<file path="src/rtl/des_key_sequencer.sv">
// Iterative DES key schedule: one PC-1 at load, one 56-bit C/D register rotated per round,
// one PC-2 on the output. Emits K1..K16 (encrypt) or K16..K1 (decrypt), one per handshake.

module Permuted_Choice_1 (
    input  logic [63:0] key_i,
    output logic [55:0] cd_o
);
    localparam int unsigned PC1_TAB [56] = '{
        57, 49, 41, 33, 25, 17,  9,  1, 58, 50, 42, 34, 26, 18,
        10,  2, 59, 51, 43, 35, 27, 19, 11,  3, 60, 52, 44, 36,
        63, 55, 47, 39, 31, 23, 15,  7, 62, 54, 46, 38, 30, 22,
        14,  6, 61, 53, 45, 37, 29, 21, 13,  5, 28, 20, 12,  4
    };

    // DES numbers bits MSB-first: DES bit n lives at key_i[64-n].
    for (genvar g = 0; g < 56; g++) begin : g_pc1
        assign cd_o[55-g] = key_i[64-PC1_TAB[g]];
    end

    logic unused_parity;
    assign unused_parity = ^{key_i[56], key_i[48], key_i[40], key_i[32],
                             key_i[24], key_i[16], key_i[8],  key_i[0]};
endmodule

module Permuted_Choice_2 (
    input  logic [55:0] cd_i,
    output logic [47:0] k_o
);
    localparam int unsigned PC2_TAB [48] = '{
        14, 17, 11, 24,  1,  5,  3, 28, 15,  6, 21, 10,
        23, 19, 12,  4, 26,  8, 16,  7, 27, 20, 13,  2,
        41, 52, 31, 37, 47, 55, 30, 40, 51, 45, 33, 48,
        44, 49, 39, 56, 34, 53, 46, 42, 50, 36, 29, 32
    };

    for (genvar g = 0; g < 48; g++) begin : g_pc2
        assign k_o[47-g] = cd_i[56-PC2_TAB[g]];
    end

    logic unused_dropped;
    assign unused_dropped = ^{cd_i[47], cd_i[38], cd_i[34], cd_i[31],
                              cd_i[21], cd_i[18], cd_i[13], cd_i[2]};
endmodule

module des_key_sequencer #(
    parameter bit CHECK_PARITY = 1'b1
) (
    input  logic        clk_i,
    input  logic        reset_i,
    input  logic [63:0] key_in_i,
    input  logic        key_valid_i,
    output logic        key_ready_o,
    input  logic        decrypt_i,
    input  logic        abort_i,
    output logic [47:0] subkey_o,
    output logic [3:0]  subkey_idx_o,
    output logic        subkey_valid_o,
    input  logic        subkey_ready_i,
    output logic        subkey_last_o,
    output logic        busy_o,
    output logic        parity_err_o
);
    typedef enum logic {ST_IDLE, ST_RUN} state_t;

    state_t      state_q, state_d;
    logic [55:0] cd_q, cd_d;
    logic [3:0]  cnt_q, cnt_d;
    logic        mode_q, mode_d;
    logic        perr_q, perr_d;

    logic [55:0] cd0;
    logic        key_bad;
    logic        one_shift;

    function automatic logic [27:0] rotl28(input logic [27:0] v, input logic two);
        return two ? {v[25:0], v[27:26]} : {v[26:0], v[27]};
    endfunction

    function automatic logic [27:0] rotr28(input logic [27:0] v, input logic two);
        return two ? {v[1:0], v[27:2]} : {v[0], v[27:1]};
    endfunction

    Permuted_Choice_1 u_pc1 (.key_i(key_in_i), .cd_o(cd0));
    Permuted_Choice_2 u_pc2 (.cd_i(cd_q), .k_o(subkey_o));

    always_comb begin
        key_bad = 1'b0;
        for (int b = 0; b < 8; b++) begin
            if (~^key_in_i[8*b +: 8]) key_bad = 1'b1;
        end
    end

    // Single-bit steps fall after rounds 1, 8 and 15 in both directions:
    // encrypt uses S[cnt+2], decrypt uses S[16-cnt]; cnt=15 never advances.
    assign one_shift = (cnt_q == 4'd0) || (cnt_q == 4'd7) || (cnt_q == 4'd14);

    always_comb begin
        state_d = state_q;
        cd_d    = cd_q;
        cnt_d   = cnt_q;
        mode_d  = mode_q;
        perr_d  = perr_q;
        if (abort_i) begin
            state_d = ST_IDLE;
            cd_d    = '0;
            cnt_d   = '0;
        end else begin
            case (state_q)
                ST_IDLE: begin
                    if (key_valid_i) begin
                        if (CHECK_PARITY && key_bad) begin
                            perr_d = 1'b1;
                        end else begin
                            perr_d  = 1'b0;
                            mode_d  = decrypt_i;
                            cnt_d   = '0;
                            cd_d    = decrypt_i ? cd0
                                                : {rotl28(cd0[55:28], 1'b0), rotl28(cd0[27:0], 1'b0)};
                            state_d = ST_RUN;
                        end
                    end
                end
                ST_RUN: begin
                    if (subkey_ready_i) begin
                        if (cnt_q == 4'd15) begin
                            state_d = ST_IDLE;
                            cd_d    = '0;
                            cnt_d   = '0;
                        end else begin
                            cnt_d = cnt_q + 4'd1;
                            cd_d  = mode_q
                                ? {rotr28(cd_q[55:28], !one_shift), rotr28(cd_q[27:0], !one_shift)}
                                : {rotl28(cd_q[55:28], !one_shift), rotl28(cd_q[27:0], !one_shift)};
                        end
                    end
                end
                default: state_d = ST_IDLE;
            endcase
        end
    end

    always_ff @(posedge clk_i) begin
        if (reset_i) begin
            state_q <= ST_IDLE;
            cd_q    <= '0;
            cnt_q   <= '0;
            mode_q  <= 1'b0;
            perr_q  <= 1'b0;
        end else begin
            state_q <= state_d;
            cd_q    <= cd_d;
            cnt_q   <= cnt_d;
            mode_q  <= mode_d;
            perr_q  <= perr_d;
        end
    end

    assign key_ready_o    = (state_q == ST_IDLE);
    assign subkey_valid_o = (state_q == ST_RUN);
    assign busy_o         = (state_q == ST_RUN);
    assign subkey_last_o  = (state_q == ST_RUN) && (cnt_q == 4'd15);
    assign subkey_idx_o   = mode_q ? ~cnt_q : cnt_q;
    assign parity_err_o   = perr_q;
endmodule

</file>
<file path="config.mk">
export PLATFORM = sky130hd
export DESIGN_NAME = des_key_sequencer
export DESIGN_NICKNAME = d
export VERILOG_FILES = /design/src/rtl/des_key_sequencer.sv
export SDC_FILE = /design/constraint.sdc
export NUM_CORES = 1
export LEC_CHECK = 0
export CAP_MARGIN = 40
export CELL_PAD_IN_SITES_DETAIL_PLACEMENT = 1
export CELL_PAD_IN_SITES_GLOBAL_PLACEMENT = 2
export CORE_ASPECT_RATIO = 0.8
export CORE_MARGIN = 4
export CORE_UTILIZATION = 34
export CTS_CLUSTER_DIAMETER = 150
export DETAILED_ROUTE_END_ITERATION = 8
export HOLD_SLACK_MARGIN = 0.15
export PLACE_DENSITY_LB_ADDON = 0.1
export SLEW_MARGIN = 25
export SYNTH_ARGS = -nofsm -noshare
export SYNTH_HDL_FRONTEND = slang
export SYNTH_SLANG_ARGS = --single-unit
</file>
<file path="constraint.sdc">
create_clock -name clk_i -period 5.2 [get_ports clk_i]
set_input_delay 0.52 -clock clk_i [delete_from_list [all_inputs] [get_ports clk_i]]
set_output_delay 0.52 -clock clk_i [all_outputs]
set_load 0.01 [all_outputs]
</file>
==> impl_results.md, run 1 <==
- 1st-pass router iterations: 4
- Setup violators final: 0
- Vias: 4847
- IO Pins: 127
- Crit path DAT: 3.45 ns
- Post-CTS sizing: 0
- Internal power: 1.01 mW
- CTS H-tree depth: 3
- Max-cap violations: 0
- DIE WIDTH: 154 um
- Post-CTS Setup Inserts: 0
- Outcome: complete, no violations
- Net count after synthesis: 681
- P per Cell Area: 192 mW/mm2
- Static leakage: 2.98 nW
- Min Tclk post-route: 3.25 ns
- Synth top area share: 0.216
- Initial Util: 0.349
- Worst r2r path cells: 8
- Final core utilization: 0.432
- Post-synth top area cell: dfxtp_1
- Vias in the first global route: 5092
- Post-Route WL: 19900 um
- Clk root buf: clkbuf_16
- Post-Place Cell Area: 0.00693 mm2
- RSZ-0062 raised after global routing: no
- Final slew viol count: 0
- Final nets: 727
- Post-Syn Area: 0.00584 mm2
- Yosys reg bits: 63
- Core ar.: 0.0167 mm2
- Yosys warnings: 0
- Clock transition at path regs: 0.06 ns
- Slew headroom: 0.482
- Clock Path Buffers: 2
- Flop pwr share: 0.352
- Most Used Layer, Global Route: met2
- Hold Path Class: reg2reg
- Clk sinks: 63
- Die height: 125 um
- Largest net degree at the start of global routing: 77
- Yosys cell types: 33
- Synthesized area per cell: 9.60 um2
- Most frequent cells in the layout: clkdlybuf4s50_1, a21oi_1, mux2i_1
- GR Util met2: 0.320
- Worst-margin pin slew: 0.776 ns
- Cts hold-fix bufs: 0
- Setup crit start kind: input port
- Fin Setup TNS: 0 ns
- I/O Buffers: 126
- Path type of the worst setup path: in2reg
- CP endpoint kind: register
- Congestion Overflow GR: 0
- Die ar.: 0.0193 mm2
- Commonest non-fill, non-tap cell in the layout: clkdlybuf4s50_1
- Multi-input combinational cell area: 0.00397 mm2
- Clk Latency, worst-skew pair: 0.35 ns
- CTS buffer count: 9
- # DRC: 0
- Layout filler cell count: 1860
- Initial antenna violation count: 0
- ANT nets after route: 0
- Non-filler cells, final: 879
- N_diodes: 0
- CTS tree: built
- Iteration-0 DRC Markers: 317
- Routing usage on met1: 0.297
- WL per Instance: 22.6 um
- Met3 usage: 0.0325
- Layout area overhead: 23.7%
- Storage element area: 0.00126 mm2
- Sw frac: 0.271
- Fin. Hold Viols: 0
- Hold Path Stages: 2
- Post-route cell area: 0.00722 mm2
- Crit path required time: 5.39 ns
- Row count: 42
- Fin crit share: 0.626
- Maximum VDD drop: 0.144 mV
- GPL Wtd Cong: 0.800
- Combinational Power Share: 0.199
- Maximum clock rate: 0.307 GHz
- Register area share after synthesis: 0.216
- Net Switching: 376 uW
- Area contributors post-synth: dfxtp_1, mux4_2, mux2i_1
- Worst-path fanout max: 24
- First-pass GRT wire length: 31300 um
- DR vias/cell: 5.51
- DPL Wire Length: 14300 um
- Setup Skew: 0.0118 ns
- Hold WS: 0.509 ns
- Total GRT Usage: 0.204
- Share of layout cells above drive strength 1: 0.137
- Power share of the clock group: 0.449
- Synthesized instance count: 608
- Post-Place Cells: 863
[power by group through the flow]
stage / Sequential [mW] / Combinational, mW / Clock (mW)
3_5_place_dp: 0.498 / 0.277 / 0
4_1_cts: 0.487 / 0.279 / 0.635
3_3_place_gp: 0.498 / 0.274 / 0
5_1_grt: 0.487 / 0.297 / 0.651
2_1_floorplan: 0.497 / 0.157 / 0
6_report: 0.487 / 0.276 / 0.622
[stage by stage]
| step | worst slack [ns] | power, mW |
|---|---|---|
| after detailed placement | 1.59 | 0.775 |
| after global placement | 1.43 | 0.772 |
| after floorplan | 2.87 | 0.654 |
| after global routing | 1.74 | 1.44 |
| final | 1.95 | 1.39 |
| after CTS | 1.93 | 1.40 |
[critical path: stages]
cell and delay (ns):
clkdlybuf4s50_1 0.49, xnor2_1 0.38, xnor2_1 0.19, xnor2_1 0.10, nor4_1 0.51, a31oi_4 0.40, buf_8 0.28, buf_4 0.29
mux2i_1 0.21, nor2_1 0.06
[cell type report]
type / instances / area share
clock buffer: 12 / 0.0341
inverter: 5 / 0.00277
timing repair buffer: 137 / 0.194
multi-input combinational: 438 / 0.550
tap: 220 / 0.0381
sequential: 63 / 0.175
clock inverter: 4 / 0.00624
[synthesized netlist by cell type]
cell type	n
buf_6	5
nand3b_1	1
xnor2_1	56
buf_1	4
a21oi_1	114
a22o_1	1
and3_1	1
a211o_1	1
dfxtp_1	63
ha_1	3
xor2_1	4
nand2b_1	1
buf_4	49
a31oi_1	2
inv_1	4
nor3_1	2
a22oi_1	1
o21ai_0	3
mux2_4	1
clkbuf_1	36
mux4_2	56
o31ai_1	1
nor2_1	64
a22oi_2	1
nand2_1	5
or4b_1	1
or2_2	1
mux2i_1	112
nor4_1	1
or3_1	1
clkinv_1	1
nand3_1	4
buf_2	8
[final timing paths]
path	startpoint	end	slack, ns
worst min register to register	parity_err_o	parity_err_o	0.51
worst max-delay path	key_in_i[4]	cd_q[15]	1.95
worst max register to register	busy_o	cd_q[15]	2.00
worst min-delay path	parity_err_o	parity_err_o	0.51
[sequential cells by signal, summed over array words and instances (netlist names)]
| signal | cells |
|---|---|
| parity_err_o | 1 |
| cnt_q | 4 |
| mode_q | 1 |
| busy_o | 1 |
| cd_q | 56 |
[cells by family after synthesis]
family / share of synthesized area
fa+ha+maj: 0.00643
flops: 0.216
mux: 0.411
compound gates: 0.110
simple gates: 0.0579
xor+xnor: 0.0901
buf+inv: 0.108
[routing by layer]
| metal | up-vias | routed length [um] |
|---|---|---|
| met5 | - | 0 |
| met3 | 13 | 945 |
| met2 | 136 | 9420 |
| met1 | 2443 | 9290 |
| li1 | 2255 | - |
| met4 | 0 | 194 |
Note: power is estimated with default switching activity, not from simulation.
==> run 2, diff against run 1 <==
--- a/config.mk
+++ b/config.mk
@@ -10,7 +10,7 @@
 export CELL_PAD_IN_SITES_GLOBAL_PLACEMENT = 2
 export CORE_ASPECT_RATIO = 0.8
 export CORE_MARGIN = 4
-export CORE_UTILIZATION = 34
+export CORE_UTILIZATION = 29
 export CTS_CLUSTER_DIAMETER = 150
 export DETAILED_ROUTE_END_ITERATION = 8
 export HOLD_SLACK_MARGIN = 0.15
==> constraint.sdc (replaced) <==
create_clock -name clk_i -period 2.7 [get_ports clk_i]
set_input_delay 0.27 -clock clk_i [delete_from_list [all_inputs] [get_ports clk_i]]
set_output_delay 0.27 -clock clk_i [all_outputs]
set_load 0.01 [all_outputs]
==> impl_results.md, run 2 (synthesis gave the netlist of run 1 again) <==
- Outcome: complete, no violations (unchanged)
- Share of layout cells above drive strength 1: 0.162 (was 0.137)
- Layout filler cell count: 2247 (was 1860)
- Min Tclk post-route: 2.43 ns
- CTS H-tree depth: 3 (unchanged)
- DPL Wire Length: 15100 um (was 14300 um)
- Crit path required time: 2.91 ns (was 5.39 ns)
- Clock transition at path regs: 0.06 ns (about the same)
- CTS tree: built (unchanged)
- Slew headroom: 0.566 (was 0.482)
- Cts hold-fix bufs: 0 (unchanged)
- ANT nets after route: 0 (unchanged)
- Clk root buf: clkbuf_16 (unchanged)
- Setup violators final: 0 (unchanged)
- Clock Path Buffers: 2 (unchanged)
- Top Registers: cd_q (56), cnt_q (4) (unchanged)
- CTS buffer count: 9 (unchanged)
- Slowest cell on the critical path: mux4_2 (was nor4_1)
- Worst-path fanout max: 30 (was 24)
- Path type of the worst setup path: reg2reg (was in2reg)
- Largest net degree at the start of global routing: 57 (was 77)
- GPL Wtd Cong: 0.815 (was 0.800)
- Initial antenna violation count: 0 (unchanged)
- Vias in the first global route: 5159 (was 5092)
- Final nets: 745 (was 727)
- Clk Latency, worst-skew pair: 0.34 ns (was 0.35 ns)
- Maximum VDD drop: 0.220 mV (was 0.144 mV)
- Post-Place Cell Area: 0.00711 mm2 (was 0.00693 mm2)
- Crit path DAT: 2.64 ns (was 3.45 ns)
- # DRC: 0 (unchanged)
- Initial Util: 0.295 (was 0.349)
- Critical Path Most Common Cell: a21oi_1 (was xnor2_1)
- Static leakage: 3.06 nW (was 2.98 nW)
- First-pass GRT wire length: 31800 um (was 31300 um)
- Crit path cell chain: inv_1 > ha_1 > mux2_4 > a22o_4 > buf_12 > mux4_2 > a21oi_1 > a21oi_1 > mux2i_1 > nor2_1 (was clkdlybuf4s50_1 > xnor2_1 > xnor2_1 > xnor2_1 > nor4_1 > a31oi_4 > buf_8 > buf_4 > mux2i_1 > nor2_1)
- Largest register by flop count: cd_q (unchanged)
- Die height: 135 um (was 125 um)
- Vias: 4862 (was 4847)
- Final slew viol count: 0 (unchanged)
- DR vias/cell: 5.18 (was 5.51)
- Commonest non-fill, non-tap cell in the layout: clkdlybuf4s50_1 (unchanged)
- I/O Buffers: 126 (unchanged)
- Iteration-0 DRC Markers: 166 (was 317)
- N_diodes: 0 (unchanged)
- Layout area overhead: 26.6% (was 23.7%)
- Die ar.: 0.0225 mm2 (was 0.0193 mm2)
- Hold Path Class: reg2reg (unchanged)
- 1st-pass router iterations: 4 (unchanged)
- Worst-margin pin slew: 0.650 ns (was 0.776 ns)
- CP endpoint kind: register (unchanged)
- Max reg flops: 56 (unchanged)
- Setup Skew: 0.00915 ns (was 0.0118 ns)
- Fin. Hold Viols: 0 (unchanged)
- Congestion Overflow GR: 0 (unchanged)
- Setup crit start kind: register (was input port)
- Core ar.: 0.0198 mm2 (was 0.0167 mm2)
- Clk sinks: 63 (unchanged)
- Post-route cell area: 0.00739 mm2 (was 0.00722 mm2)
- DIE WIDTH: 167 um (was 154 um)
- Delay of the slowest cell on the worst path: 0.45 ns (was 0.51 ns)
- Fin Setup TNS: 0 ns (unchanged)
- Fin crit share: 0.899
- Most frequent cells in the layout: clkdlybuf4s50_1, a21oi_1, mux2i_1 (unchanged)
- RSZ-0062 raised after global routing: no (unchanged)
- Total GRT Usage: 0.181 (was 0.204)
- P per Cell Area: 353 mW/mm2 (was 192 mW/mm2)
- IO Pins: 127 (unchanged)
- Row count: 46 (was 42)
- Max-cap violations: 0 (unchanged)
- WL per Instance: 21.8 um (was 22.6 um)
- Maximum clock rate: 0.412 GHz
- Post-Route WL: 20500 um (was 19900 um)
-- run 2: cell count changes in the layout (fill, tap and decap cells not counted), sizes merged --
| cell | change |
|---|---|
| buf | +18 |
| clkinv | -2 |
| bufinv | -1 |
-- run 2: per-layer routing --
layer / vias to the layer above / GRT usage / wire length, um
li1: 2292 / - / -
met1: 2473 / 0.267 / 10400
met2: 81 / 0.278 / 9230
met3: 16 / 0.0334 / 611
met4: 0 / 0.0409 / 256
met5: - / 0 / 0
-- run 2: metrics by stage --
stage | utilization | cells | setup WS [ns] | total power, mW | hold slack [ns]
2_1_floorplan | - | 608 | 0.370 | 1.26 | 0.349
3_3_place_gp | 0.359 | 925 | 0.0684 | 1.51 | 0.489
3_5_place_dp | 0.359 | 925 | 0.0513 | 1.51 | 0.495
4_1_cts | 0.373 | 938 | 0.0483 | 2.66 | 0.507
5_1_grt | 0.373 | 938 | 0.0626 | 2.73 | 0.543
6_report | 0.373 | 938 | 0.272 | 2.61 | 0.499
-- run 2: area by class of cell --
class / instances / area, um2 / area share
Multi-Input combinational cell: 438 / 3970 / 0.537
Timing Repair Buffer: 155 / 1530 / 0.207
Sequential cell: 63 / 1260 / 0.171
Tap cell: 264 / 330 / 0.0447
Clock buffer: 12 / 267 / 0.0361
Inverter: 5 / 20.0 / 0.00271
Clock inverter: 1 / 5.00 / 0.000677
-- run 2: worst paths after layout --
path	startpoint	endpoint	slack, ns	cells past startpoint
worst max-delay path	cnt_q[0]	cd_q[33]	0.27	10
worst min-delay path	parity_err_o	parity_err_o	0.50	2
worst max register to register	cnt_q[0]	cd_q[33]	0.27	10
worst min register to register	parity_err_o	parity_err_o	0.50	2
-- run 2: critical path, delay by kind of cell (launching register included) --
family          cells  cell delay (ns)
mux                 3             0.88
buf+inv             2             0.26
simple gates        1             0.06
compound gates      3             0.52
flops               1             0.36
fa+ha+maj           1             0.20
-- run 2: power breakdown --
part,switching (mW),internal [mW]
sequential,0.00539,0.933
clock,0.442,0.680
combinational,0.258,0.292
-- run 2: repair_timing --
action / in CTS / in global routing
resized for setup: 0 / 4
buffers inserted: 0 / 0
hold endpoints to repair: 0 / 0
setup endpoints to repair: 0 / 24
